==> config.mk <==
export PLATFORM = sky130hd
export DESIGN_NAME = jtag_axi4l_master_ctrl
export DESIGN_NICKNAME = d
export VERILOG_FILES = /design/src/rtl/jtag_axi4l_master_ctrl.sv
export SDC_FILE = /design/constraint.sdc
export NUM_CORES = 1
export LEC_CHECK = 0
export ABC_AREA = 1
export ABC_CLOCK_PERIOD_IN_PS = 2000
export CAP_MARGIN = 0
export CORE_ASPECT_RATIO = 1.75
export CORE_MARGIN = 5
export CORE_UTILIZATION = 54
export CTS_CLUSTER_SIZE = 16
export DETAILED_ROUTE_END_ITERATION = 7
export GPL_TIMING_DRIVEN = 0
export PLACE_DENSITY = 0.78
export SKIP_CTS_REPAIR_TIMING = 1
export SLEW_MARGIN = 10
export SYNTH_ARGS = -nofsm -noshare
export SYNTH_HDL_FRONTEND = slang
export SYNTH_SLANG_ARGS = --single-unit
export TNS_END_PERCENT = 100
==> constraint.sdc <==
create_clock -name clk -period 2 [get_ports clk]
set_input_delay 0.3 -clock clk [delete_from_list [all_inputs] [get_ports clk]]
set_output_delay 0.3 -clock clk [all_outputs]
set_load 0.05 [all_outputs]
==> src/rtl/jtag_axi4l_master_ctrl.sv <==
// JTAG-to-AXI4-Lite master bridge.
// A virtual JTAG TAP shifts a 32-bit data register through tdi/tdo. The
// current virtual instruction selects which internal register is captured
// and updated. Update-DR events on the WDATA and RD instructions launch
// single AXI4-Lite transactions. Every transaction is bounded by a cycle
// timeout.
module jtag_axi4l_master_ctrl #(
    parameter int ADDR_WIDTH     = 32,
    parameter int TIMEOUT_CYCLES = 1024
) (
    input  logic                  clk,
    input  logic                  rst_n,
    input  logic                  tdi,
    output logic                  tdo,
    input  logic [5:0]            ir_in,
    output logic [5:0]            ir_out,
    input  logic                  virtual_state_cdr,
    input  logic                  virtual_state_sdr,
    input  logic                  virtual_state_udr,
    input  logic                  virtual_state_cir,
    input  logic                  virtual_state_uir,
    output logic [ADDR_WIDTH-1:0] m_axi_awaddr,
    output logic                  m_axi_awvalid,
    input  logic                  m_axi_awready,
    output logic [31:0]           m_axi_wdata,
    output logic [3:0]            m_axi_wstrb,
    output logic                  m_axi_wvalid,
    input  logic                  m_axi_wready,
    input  logic [1:0]            m_axi_bresp,
    input  logic                  m_axi_bvalid,
    output logic                  m_axi_bready,
    output logic [ADDR_WIDTH-1:0] m_axi_araddr,
    output logic                  m_axi_arvalid,
    input  logic                  m_axi_arready,
    input  logic [31:0]           m_axi_rdata,
    input  logic [1:0]            m_axi_rresp,
    input  logic                  m_axi_rvalid,
    output logic                  m_axi_rready
);

    localparam int CNT_W = $clog2(TIMEOUT_CYCLES) + 1;
    localparam logic [CNT_W-1:0] TO_LAST = CNT_W'(TIMEOUT_CYCLES - 1);

    localparam logic [5:0] IR_ADDR   = 6'h01;
    localparam logic [5:0] IR_WDATA  = 6'h02;
    localparam logic [5:0] IR_RD     = 6'h03;
    localparam logic [5:0] IR_RDATA  = 6'h04;
    localparam logic [5:0] IR_STATUS = 6'h05;

    typedef enum logic [2:0] {
        ST_IDLE    = 3'd0,
        ST_WR      = 3'd1,
        ST_WR_RESP = 3'd2,
        ST_RD_ADDR = 3'd3,
        ST_RD_DATA = 3'd4
    } state_t;

    state_t                state_r, state_s;
    logic [CNT_W-1:0]      cnt_r, cnt_s;
    logic [31:0]           sr_r;
    logic [ADDR_WIDTH-1:0] addr_reg_r;
    logic [31:0]           wdata_reg_r;
    logic [31:0]           rdata_reg_r, rdata_reg_s;
    logic [1:0]            resp_r, resp_s;
    logic                  timeout_r, timeout_s;
    logic                  overrun_r, overrun_s;
    logic                  awvalid_r, awvalid_s;
    logic                  wvalid_r, wvalid_s;
    logic                  bready_r, bready_s;
    logic                  arvalid_r, arvalid_s;
    logic                  rready_r, rready_s;
    logic [ADDR_WIDTH-1:0] awaddr_r, awaddr_s;
    logic [ADDR_WIDTH-1:0] araddr_r, araddr_s;
    logic [31:0]           wdata_out_r, wdata_out_s;

    logic                  busy_s;
    logic                  start_wr_s;
    logic                  start_rd_s;
    logic                  status_clr_s;
    logic [31:0]           capture_s;
    logic                  unused_s;

    // The TAP captures IR through cir; the bridge itself needs neither IR strobe.
    assign unused_s = ^{virtual_state_cir, virtual_state_uir};

    assign busy_s       = (state_r != ST_IDLE);
    assign start_wr_s   = virtual_state_udr && (ir_in == IR_WDATA) && !busy_s;
    assign start_rd_s   = virtual_state_udr && (ir_in == IR_RD) && !busy_s;
    assign status_clr_s = virtual_state_udr && (ir_in == IR_STATUS) && sr_r[0];

    assign tdo           = sr_r[0];
    assign ir_out        = {timeout_r, overrun_r, resp_r, busy_s, 1'b0};
    assign m_axi_awaddr  = awaddr_r;
    assign m_axi_awvalid = awvalid_r;
    assign m_axi_wdata   = wdata_out_r;
    assign m_axi_wstrb   = 4'hF;
    assign m_axi_wvalid  = wvalid_r;
    assign m_axi_bready  = bready_r;
    assign m_axi_araddr  = araddr_r;
    assign m_axi_arvalid = arvalid_r;
    assign m_axi_rready  = rready_r;

    // Select the value loaded into the shift register on Capture-DR.
    always_comb begin
        capture_s = 32'h0000_0000;
        case (ir_in)
            IR_ADDR:   capture_s = 32'(addr_reg_r);
            IR_WDATA:  capture_s = wdata_reg_r;
            IR_RD:     capture_s = 32'h0000_0000;
            IR_RDATA:  capture_s = rdata_reg_r;
            IR_STATUS: capture_s = {27'b0, timeout_r, overrun_r, resp_r, busy_s};
            default:   capture_s = 32'h0000_0000;
        endcase
    end

    // JTAG data register: capture, shift, and the update of the ADDR/WDATA holding registers.
    always_ff @(posedge clk or negedge rst_n) begin
        if (!rst_n) begin
            sr_r        <= 32'h0000_0000;
            addr_reg_r  <= '0;
            wdata_reg_r <= 32'h0000_0000;
        end else begin
            if (virtual_state_cdr) begin
                sr_r <= capture_s;
            end else if (virtual_state_sdr) begin
                sr_r <= {tdi, sr_r[31:1]};
            end else begin
                sr_r <= sr_r;
            end
            if (virtual_state_udr && (ir_in == IR_ADDR)) begin
                addr_reg_r <= sr_r[ADDR_WIDTH-1:0];
            end else begin
                addr_reg_r <= addr_reg_r;
            end
            if (virtual_state_udr && (ir_in == IR_WDATA)) begin
                wdata_reg_r <= sr_r;
            end else begin
                wdata_reg_r <= wdata_reg_r;
            end
        end
    end

    // Transaction FSM next state: AXI channel controls, timeout, and sticky status.
    always_comb begin
        state_s     = state_r;
        cnt_s       = cnt_r;
        awvalid_s   = awvalid_r;
        wvalid_s    = wvalid_r;
        bready_s    = bready_r;
        arvalid_s   = arvalid_r;
        rready_s    = rready_r;
        awaddr_s    = awaddr_r;
        araddr_s    = araddr_r;
        wdata_out_s = wdata_out_r;
        rdata_reg_s = rdata_reg_r;
        resp_s      = resp_r;
        timeout_s   = timeout_r;
        overrun_s   = overrun_r;

        // A busy udr also covers the cycle in which the FSM is returning to IDLE.
        if (virtual_state_udr && busy_s && ((ir_in == IR_WDATA) || (ir_in == IR_RD))) begin
            overrun_s = 1'b1;
        end else if (status_clr_s) begin
            overrun_s = 1'b0;
            timeout_s = 1'b0;
        end else begin
            overrun_s = overrun_r;
        end

        case (state_r)
            ST_IDLE: begin
                if (start_wr_s) begin
                    state_s     = ST_WR;
                    cnt_s       = '0;
                    awvalid_s   = 1'b1;
                    wvalid_s    = 1'b1;
                    awaddr_s    = addr_reg_r;
                    // wdata_reg_r is written from sr_r on this same edge.
                    wdata_out_s = sr_r;
                end else if (start_rd_s) begin
                    state_s   = ST_RD_ADDR;
                    cnt_s     = '0;
                    arvalid_s = 1'b1;
                    araddr_s  = addr_reg_r;
                end else begin
                    state_s = ST_IDLE;
                end
            end
            default: begin
                if (cnt_r == TO_LAST) begin
                    state_s   = ST_IDLE;
                    awvalid_s = 1'b0;
                    wvalid_s  = 1'b0;
                    bready_s  = 1'b0;
                    arvalid_s = 1'b0;
                    rready_s  = 1'b0;
                    timeout_s = 1'b1;
                    resp_s    = 2'b11;
                end else begin
                    cnt_s = cnt_r + CNT_W'(1);
                    case (state_r)
                        ST_WR: begin
                            if (awvalid_r && m_axi_awready) begin
                                awvalid_s = 1'b0;
                            end else begin
                                awvalid_s = awvalid_r;
                            end
                            if (wvalid_r && m_axi_wready) begin
                                wvalid_s = 1'b0;
                            end else begin
                                wvalid_s = wvalid_r;
                            end
                            if ((!awvalid_r || m_axi_awready) && (!wvalid_r || m_axi_wready)) begin
                                state_s  = ST_WR_RESP;
                                bready_s = 1'b1;
                            end else begin
                                state_s = ST_WR;
                            end
                        end
                        ST_WR_RESP: begin
                            if (m_axi_bvalid) begin
                                resp_s   = m_axi_bresp;
                                bready_s = 1'b0;
                                state_s  = ST_IDLE;
                            end else begin
                                state_s = ST_WR_RESP;
                            end
                        end
                        ST_RD_ADDR: begin
                            if (m_axi_arready) begin
                                arvalid_s = 1'b0;
                                rready_s  = 1'b1;
                                state_s   = ST_RD_DATA;
                            end else begin
                                state_s = ST_RD_ADDR;
                            end
                        end
                        ST_RD_DATA: begin
                            if (m_axi_rvalid) begin
                                rdata_reg_s = m_axi_rdata;
                                resp_s      = m_axi_rresp;
                                rready_s    = 1'b0;
                                state_s     = ST_IDLE;
                            end else begin
                                state_s = ST_RD_DATA;
                            end
                        end
                        default: begin
                            state_s   = ST_IDLE;
                            awvalid_s = 1'b0;
                            wvalid_s  = 1'b0;
                            bready_s  = 1'b0;
                            arvalid_s = 1'b0;
                            rready_s  = 1'b0;
                        end
                    endcase
                end
            end
        endcase
    end

    // Transaction FSM state and registered AXI outputs; reset aborts any transfer in flight.
    always_ff @(posedge clk or negedge rst_n) begin
        if (!rst_n) begin
            state_r     <= ST_IDLE;
            cnt_r       <= '0;
            awvalid_r   <= 1'b0;
            wvalid_r    <= 1'b0;
            bready_r    <= 1'b0;
            arvalid_r   <= 1'b0;
            rready_r    <= 1'b0;
            awaddr_r    <= '0;
            araddr_r    <= '0;
            wdata_out_r <= 32'h0000_0000;
            rdata_reg_r <= 32'h0000_0000;
            resp_r      <= 2'b00;
            timeout_r   <= 1'b0;
            overrun_r   <= 1'b0;
        end else begin
            state_r     <= state_s;
            cnt_r       <= cnt_s;
            awvalid_r   <= awvalid_s;
            wvalid_r    <= wvalid_s;
            bready_r    <= bready_s;
            arvalid_r   <= arvalid_s;
            rready_r    <= rready_s;
            awaddr_r    <= awaddr_s;
            araddr_r    <= araddr_s;
            wdata_out_r <= wdata_out_s;
            rdata_reg_r <= rdata_reg_s;
            resp_r      <= resp_s;
            timeout_r   <= timeout_s;
            overrun_r   <= overrun_s;
        end
    end

endmodule

==> run metrics, run 1 <==
Post-Synth Simple-Gate Area=23.5%; Max-Cap Viols=0; clock transition at the registers of the reported paths=0.07 ns; CP delay by family, top=buffers and inverters; Top Metal Used=met4; ANT nets after route=0; Ports=167; total wire length=between 30 and 40 mm; LEAKAGE=0.00812 uW; die footprint=23600 um2; final worst-path cycle share=101%; skew final=around 0.017 ns; largest net degree at the start of global routing=107; synth top area cells=dfrtp_1, nand2_1, o21ai_0; synth warn=0; Final Setup Violations=1; FF+latch count, synth=247; R2R Setup Slk=0.14 ns; clock tree from TritonCTS=done; Buf/Inv on CP=3; crit path DAT=between 1.5 and 2 ns; R2R cell count=7; capturing point of the worst reg2reg path=rdata_reg_r[21]; GPL Wtd Cong=0.952; cell row count=69; Synth Area in Adders=0.113%; via count=around 9900; mux contribution to synthesized area=0%; CP Class=flop to output port; critical path cell sequence=nor2_4 -> nand2_1 -> buf_4 -> buf_4 -> buf_4; VDD IR max=0.766 mV; Synth Cell Area=11100 um2; final hold viol count=0; drt first pass iters=5; status=finished with violations; pins over their slew limit=0; number of antenna violations at the first check in global routing=0; violations in the final reports=negative setup slack; RSZ-0062 raised after global routing=true; Skew-Pair Late Insertion Delay=0.52 ns; vias in the first global route=10100; Total Routing Usage GR=28.0%; Mean Syn Cell Area=8.47 um2; DIE WIDTH=118 um; CTS max path bufs=3; Compound-Gate Fraction of Synth Area=11.6%; GRT overflow=0; pre-CTS setup slack=-0.451 ns; met3 WL post-DR=1.78 mm; CP startpoint=state_r[0]; share of cells above drive strength 1=8.97%; area grow syn2layout=27.4%; Critical Path Slowest Stage Cell=dfrtp_1; sequential share of the synthesized area=55.7%; slowest cell delay on critical path=0.43 ns; reg2reg start=cnt_r[0]; peak fanout along the critical path=10; drt drc=0; largest family of logic cells by synthesized area=simple AND/OR/NAND/NOR gates; Via density=5.61; IO Port Bufs=158; Worst-Margin Slew=about 0.62 ns; # nets final=1557; DRT met1 WL=around 12 mm; Overall Power=approximately 12000 uW; Detail Placement HPWL=about 25 mm; 1st-iter DRT viols=921; # diodes=0; core footprint=20300 um2; Synth top area share=55.7%; most frequent cells in the layout=nand2_1, dfrtp_1, inv_1; CP Capture Type=output port; # clock sinks=around 250; post-synth cell types=30; Crit. path cell count=5; H-tree Lvls=1; met2 wire length=approximately 18 mm; highest clock rate=0.496 GHz; post-DR wirelength/cell=19.0 um; fillcell total=1578; Synth Instances=~1300; WP data required=roughly 1.7 ns; commonest non-fill, non-tap cell in the layout=nand2_1; min cycle time layout=2.02 ns; Synth area leader=dfrtp_1; Final Worst Setup Slack=-0.0150 ns; xor/xnor share of the synthesized area=0.0789%; pwr/cell area=just over 800 nW/um2; relative slew slack=58.4%; worst min path class=primary input to flop; worst setup path end=ir_out[1]; first-pass GRT wire length=about 53 mm; Critical Path Start Type=flop; Die Span Y=~200 um; CTS buffer count=23; CP dominant cell by count=buf_4; Starting Density=between 50% and 60%; CTS root buf=clkbuf_16
==> routing by layer <==
metal / GRT usage, % / vias to the layer above
met5: 0 / -
met4: 16.6 / 0
met3: 2.97 / 121
met2: 50.7 / 407
met1: 31.8 / 4751
li1: - / 4628
==> worst min-delay path, cell delays in order <==
cell and delay, ns:
clkbuf_1 0.20, nand2_1 0.12, nand2_1 0.04, nand2_1 0.05, nand2_1 0.04
==> final cells by class <==
cell class / count / area (um2) / area share [%]
plain buffers: 85 / 514 / 3.64
clock buffers: 27 / 601 / 4.25
clock inverters: 14 / 211 / 1.50
inverters: 132 / 495 / 3.50
multi-input cells: 849 / 3930 / 27.8
flip-flops and latches: 247 / 6180 / 43.7
well taps: 248 / 310 / 2.19
repair buffers: 163 / 1890 / 13.4
==> sequential cells by signal, indices dropped and copies added, names as in the netlist <==
signal	cells
cnt_r	11
m_axi_arvalid	1
m_axi_rready	1
m_axi_wdata	32
rdata_reg_r	32
m_axi_araddr	32
state_r	3
wdata_reg_r	32
timeout_r	1
m_axi_awaddr	32
resp_r	2
m_axi_wvalid	1
sr_r	32
overrun_r	1
addr_reg_r	32
m_axi_awvalid	1
m_axi_bready	1
==> synth_stat cells <==
master      n
inv_1     127
buf_6      12
nor2_8      1
a21oi_1    38
nand2_2     1
inv_2       3
nand4_1    76
buf_2      19
conb_1      2
clkinv_1    2
o21ai_0    99
nand3_1    52
nor2_2      4
nand3_4     1
o21ai_2    20
o211ai_1    5
nor2_4      3
buf_4      19
nor3_1      5
dfrtp_1   247
ha_1        1
o22ai_1     2
xor2_1      1
clkbuf_1   32
or2_2       4
nand2_1   392
o21ai_1    73
o21bai_1    1
buf_1       3
nor2_1     65
==> cell families (layout without fill, tap and decap cells) <==
family | count (synthesis) | after routing
compound gates | 238 | 238
other cells | 2 | 5
fa+ha+maj | 1 | 1
flops | 247 | 247
xor+xnor | 1 | 1
simple gates | 604 | 604
buf+inv | 217 | 421
==> where the power goes <==
group / total, uW / internal (uW) / switching (uW)
Combinational: 1360 / 461 / 901
Sequential: 5530 / 5300 / 229
Clock: 4770 / 2820 / 1960
Total: 11700 / 8580 / 3090
==> worst min-delay path by stage <==
stage,start,endpoint,slack [ns],cells past startpoint
floorplan,rst_n,addr_reg_r[0],0.004,0
global placement,m_axi_araddr[19],m_axi_araddr[19],0.47,2
detailed placement,rst_n,cnt_r[8],0.23,1
CTS,rst_n,cnt_r[8],-0.30,1
global route,virtual_state_cdr,sr_r[8],0.30,5
finish,virtual_state_cdr,sr_r[8],0.28,5
==> per-stage QoR <==
step / std cells / util (%) / TNS, ns / cell area [um2] / hold slack [ns]
after global routing: 1765 / 69.7 / -0.109 / 14100 / 0.297
after floorplan: 1313 / - / 0 / 11100 / 0.00441
final: 1765 / 69.7 / -0.0150 / 14100 / 0.278
after CTS: 1762 / 68.4 / -1.35 / 13900 / -0.302
after global placement: 1719 / 64.1 / -2401.50 / 13000 / 0.466
after detailed placement: 1721 / 64.4 / -44.78 / 13100 / 0.228
Power figures use the tool's default switching activity.
==> run 2: changes to the inputs <==
==> constraint.sdc (replaced) <==
create_clock -name clk -period 2 [get_ports clk]
set_input_delay 0.4 -clock clk [delete_from_list [all_inputs] [get_ports clk]]
set_output_delay 0.4 -clock clk [all_outputs]
set_load 0.05 [all_outputs]
==> run 2 against run 1 <==
Effect of this change:
- the run still ends with negative setup slack left
- maximum frequency is 4.9% lower
- utilization up 0.23 points
- die area is the same
- critical endpoint unchanged
==> run metrics, run 2 (synthesis results as in run 1) <==
clock tree from TritonCTS=done; combinational power share=between 10% and 20%; total wire length=33.6 mm; CTS buffer count=23; relative slew slack=59.3%; # clock sinks=247; WP data required=1.60 ns; H-tree Lvls=1; VDD IR max=0.750 mV; GPL Wtd Cong=0.952; Top Metal Used=met4; violations in the final reports=negative setup slack; Overall Power=11700 uW; met2 wire length=17.8 mm; fillcell total=1564; # nets final=approximately 1600; Clock Power Share=40.8%; crit path DAT=1.72 ns; highest clock rate=0.472 GHz; Worst-Margin Slew=0.610 ns; pwr/cell area=between 800 and 900 nW/um2; worst min path class=primary input to asynchronous set/reset pin; first-pass GRT wire length=53.1 mm; sw power=about 3100 uW; Die Span Y=200 um; peak fanout along the critical path=10; Detail Placement HPWL=24.8 mm; number of antenna violations at the first check in global routing=0; min cycle time layout=2.12 ns; post-DR wirelength/cell=19.0 um; IO Port Bufs=158; RSZ-0062 raised after global routing=true; LEAKAGE=0.00839 uW; pins over their slew limit=0; CP Class=flop to output port; setup TNS=-0.119 ns; final worst-path cycle share=106%; # diodes=0; Final Worst Setup Slack=-0.119 ns; Power Internal=roughly 8600 uW; Seq pwr share=47.5%; Via density=5.63; share of cells above drive strength 1=9.29%; vias in the first global route=slightly above 10000; Final Setup Violations=1; drt drc=0; final hold viol count=0; cell row count=slightly below 70; CTS root buf=clkbuf_16; Skew-Pair Late Insertion Delay=slightly above 0.5 ns; met3 WL post-DR=1.81 mm; status=finished with violations; most frequent cells in the layout=nand2_1, dfrtp_1, inv_1; core footprint=20300 um2; clock transition at the registers of the reported paths=roughly 0.07 ns; 1st-iter DRT viols=878; sw frac=26.3%; DIE WIDTH=roughly 120 um; die footprint=roughly 24000 um2; Max-Cap Viols=0; GRT overflow=0; Ports=167; largest net degree at the start of global routing=about 110; Total Routing Usage GR=around 28%; drt first pass iters=6; via count=9944; Critical Path Start Type=flop; DRT met1 WL=11.7 mm; ANT nets after route=0; commonest non-fill, non-tap cell in the layout=nand2_1; CP Capture Type=output port; CTS max path bufs=3; Starting Density=54.7%; skew final=0.0142 ns; area grow syn2layout=27.9%
==> run 2: changes by cell type in the layout (fill, tap and decap cells not counted), sizes merged <==
cell	delta
clkdlybuf4s50	-14
buf	+1
dlymetal6s2s	+14
==> run 2: critical path: stages (launching register included) <==
cell     delay [ns]
dfrtp_1        0.44
nor2_4         0.18
nand2_1        0.09
buf_4          0.19
buf_4          0.13
buf_4          0.18
==> run 2: worst paths after layout <==
check / to / depth (start not counted) / start / slack, ns
min reg2reg: m_axi_wdata[26] / 2 / m_axi_wdata[26] / 0.49
min: cnt_r[8] / 2 / rst_n / 0.38
min in group clk: sr_r[8] / 5 / virtual_state_cdr / 0.38
max reg2reg: rdata_reg_r[21] / 7 / cnt_r[0] / 0.15
max in group asynchronous: m_axi_araddr[26] / 4 / rst_n / 0.37
max: ir_out[1] / 5 / state_r[0] / -0.12
==> run 2: layout make-up <==
cell class | count | area [um2] | share of cell area, %
Inverter | 132 | 495 | 3.49
Clock buffer | 27 | 601 | 4.23
Tap cell | 248 | 310 | 2.19
Clock inverter | 14 | 211 | 1.49
Buffer | 85 | 512 | 3.61
Timing Repair Buffer | 164 | 1940 | 13.7
Sequential cell | 247 | 6180 | 43.6
Multi-Input combinational cell | 849 | 3940 | 27.8
==> run 2: metrics by stage <==
step           util [%]  std cells  area (um2)  hold WS [ns]  worst slack [ns]
5_1_grt            69.9       1766       14200         0.397            -0.192
3_5_place_dp       64.4       1721       13100         0.328            -0.551
3_3_place_gp       64.1       1719       13000         0.466             -9.69
4_1_cts            68.4       1762       13900        -0.202            -0.645
6_report           69.9       1766       14200         0.378            -0.119
2_1_floorplan         -       1313       11100         0.104             0.406
==> run 2: power groups by stage <==
| stage | Clock, uW | Combinational, uW | Sequential, uW |
|---|---|---|---|
| 2_1_floorplan | 0 | 573 | 5800 |
| 3_3_place_gp | 0 | 1310 | 5610 |
| 3_5_place_dp | 0 | 1360 | 5620 |
| 4_1_cts | 4780 | 1370 | 5530 |
| 5_1_grt | 5010 | 1500 | 5570 |
| 6_report | 4760 | 1360 | 5530 |
==> run 2: metal layers <==
layer	up-vias	GRT usage (%)
met1	4756	31.8
met3	128	2.97
met5	-	0
met2	436	50.7
met4	0	16.6
li1	4624	-
==> run 3: changes to the inputs <==
Settings changed: CTS_BUF_LIST from default to sky130_fd_sc_hd__clkbuf_16, RECOVER_POWER from default to 50, TNS_END_PERCENT 100 to 1.
==> run 3 against run 2 <==
Effect of this change:
- the flow still finishes with violations (negative setup slack)
- maximum frequency is 0.32% lower
- critical path depth is 3 higher
- cell count is 0.17% lower
- final area is 6.9% lower
- clock power is 1% lower
- routed wire length is 0.47% higher
- utilization is 4.8 points lower
- non-clock buffer count is 3 lower
- die area stayed put
- first-iteration DRC count is 3.2% higher
- via count hardly changed
- hold slack better by 0.00081 ns
==> run metrics, run 3 (synthesis results as in run 1) <==
commonest non-fill, non-tap cell in the layout=nand2_1; Critical Path Slowest Stage Cell=clkbuf_1; DIE WIDTH=118 um; CTS root buf=clkbuf_16; 1st-iter DRT viols=~910; reg2reg start=cnt_r[0]; met2 global-route usage=50.6%; min cycle time layout=2.13 ns; largest net degree at the start of global routing=between 100 and 150; CTS buffer count=23; via count=9946; final hold viol count=0; # clock sinks=247; DP Cell Count=about 1700; Final Setup Violations=8; clock transition at the registers of the reported paths=about 0.07 ns; R2R Setup Slk=0.01 ns; LEAKAGE=0.00626 uW; critical path cell sequence=clkdlybuf4s50_1 -> nor2_2 -> clkbuf_2 -> clkbuf_1 -> nand4_1 -> nand3_1 -> nand2_1 -> a21oi_1; IO Port Bufs=158; post-DR wirelength/cell=19.2 um; setup TNS=-0.515 ns; drt first pass iters=5; violations in the final reports=negative setup slack; min-delay src=virtual_state_cdr; final instance area=13200 um2; slowest cell delay on critical path=0.46 ns; R2R cell count=7; CP Class=primary input to flop; final std cells w/o fill=1763; WP data required=2.44 ns; highest clock rate=0.470 GHz; Starting Density=54.7%; total wire length=33.8 mm; drt drc=0; Hold WS=0.379 ns; H-tree Lvls=1; Via density=5.64; CTS max path bufs=3; final worst-path cycle share=106%; GRT overflow=0; peak fanout along the critical path=10; Critical Path Start Type=primary input; pwr/cell area=between 800 and 900 nW/um2; # nets final=1555; share of cells above drive strength 1=8.84%; Total Routing Usage GR=28.0%; VDD IR max=about 0.74 mV; # diodes=0; Hold Path End=sr_r[8]; cell row count=a little under 70; ANT nets after route=0; crit path DAT=2.57 ns; vias in the first global route=10100; Final Worst Setup Slack=-0.126 ns; skew final=between 0.02 and 0.025 ns; GPL Wtd Cong=0.952; RSZ-0062 raised after global routing=true; Ports=167; CP Capture Type=flop; number of antenna violations at the first check in global routing=0; core footprint=20300 um2; Max-Cap Viols=0; relative slew slack=53.9%; met1 global-route usage=between 30% and 40%; status=finished with violations; Detail Placement HPWL=around 25 mm; Skew-Pair Late Insertion Delay=0.52 ns; most frequent cells in the layout=nand2_1, dfrtp_1, clkbuf_1; Worst-Margin Slew=0.694 ns; Die Span Y=200 um; pins over their slew limit=0; busiest grt layer=met2; capturing point of the worst reg2reg path=rdata_reg_r[9]; area grow syn2layout=19.1%; fin util=65.1%; met3 Use GR=2.97%; first-pass GRT wire length=approximately 53 mm; Hold Crit Depth=5; clock tree from TritonCTS=done; die footprint=23600 um2; Placement Cell Area=13100 um2; worst min path class=primary input to flop
run 3: changes by cell type in the layout (fill, tap and decap cells not counted), sizes merged:
cell | previous run | this run
buf | 60 | 56
clkbuf | 59 | 161
clkinv | 6 | 7
dlymetal6s2s | 106 | 1
inv | 133 | 136
run 3: how the worst max path moves through the flow:
| stage | from | end | cells past startpoint | slack [ns] |
|---|---|---|---|---|
| final | ir_in[5] | sr_r[22] | 8 | -0.13 |
| after global routing | state_r[0] | ir_out[1] | 5 | -0.19 |
| after CTS | state_r[2] | ir_out[1] | 5 | -0.65 |
| after detailed placement | ir_in[5] | sr_r[28] | 10 | -0.55 |
| after global placement | rst_n | m_axi_araddr[20] | 1 | -9.69 |
| after floorplan | cnt_r[0] | cnt_r[0] | 9 | 0.41 |
run 3: through the flow:
step                      worst slack [ns]  total power [uW]
final                               -0.126             11500
after global routing                -0.192             11900
after CTS                           -0.645             11600
after detailed placement            -0.551              6980
after global placement               -9.69              6920
after floorplan                      0.406              6370
run 3: per-layer routing:
layer | share of wire [%] | wire length, um | vias up
met2 | 53 | 17800 | 426
met4 | 6.8 | 2300 | 0
met5 | 0 | 0 | -
li1 | - | - | 4619
met1 | 35 | 11800 | 4777
met3 | 5.7 | 1920 | 124
run 3: cell type report:
type / instances / area (um2)
Inverter: 132 / 495
Clock buffer: 23 / 576
Timing Repair Buffer: 161 / 997
Clock inverter: 18 / 226
Fill cell: 1777 / 7070
Sequential cell: 247 / 6180
Buffer: 85 / 503
Multi-Input combinational cell: 849 / 3930
Tap cell: 248 / 310
run 3: where the power goes:
part,internal (uW),switching (uW)
sequential,5300,233
combinational,378,900
clock,2760,1940
total,8450,3080
run 3: critical path: cells and delay by family:
kind / cells / cell delay [ns]
buffers and inverters: 3 / 1.17
AND/OR/NAND/NOR: 4 / 0.84
AO/OA/AOI/OAI: 1 / 0.14
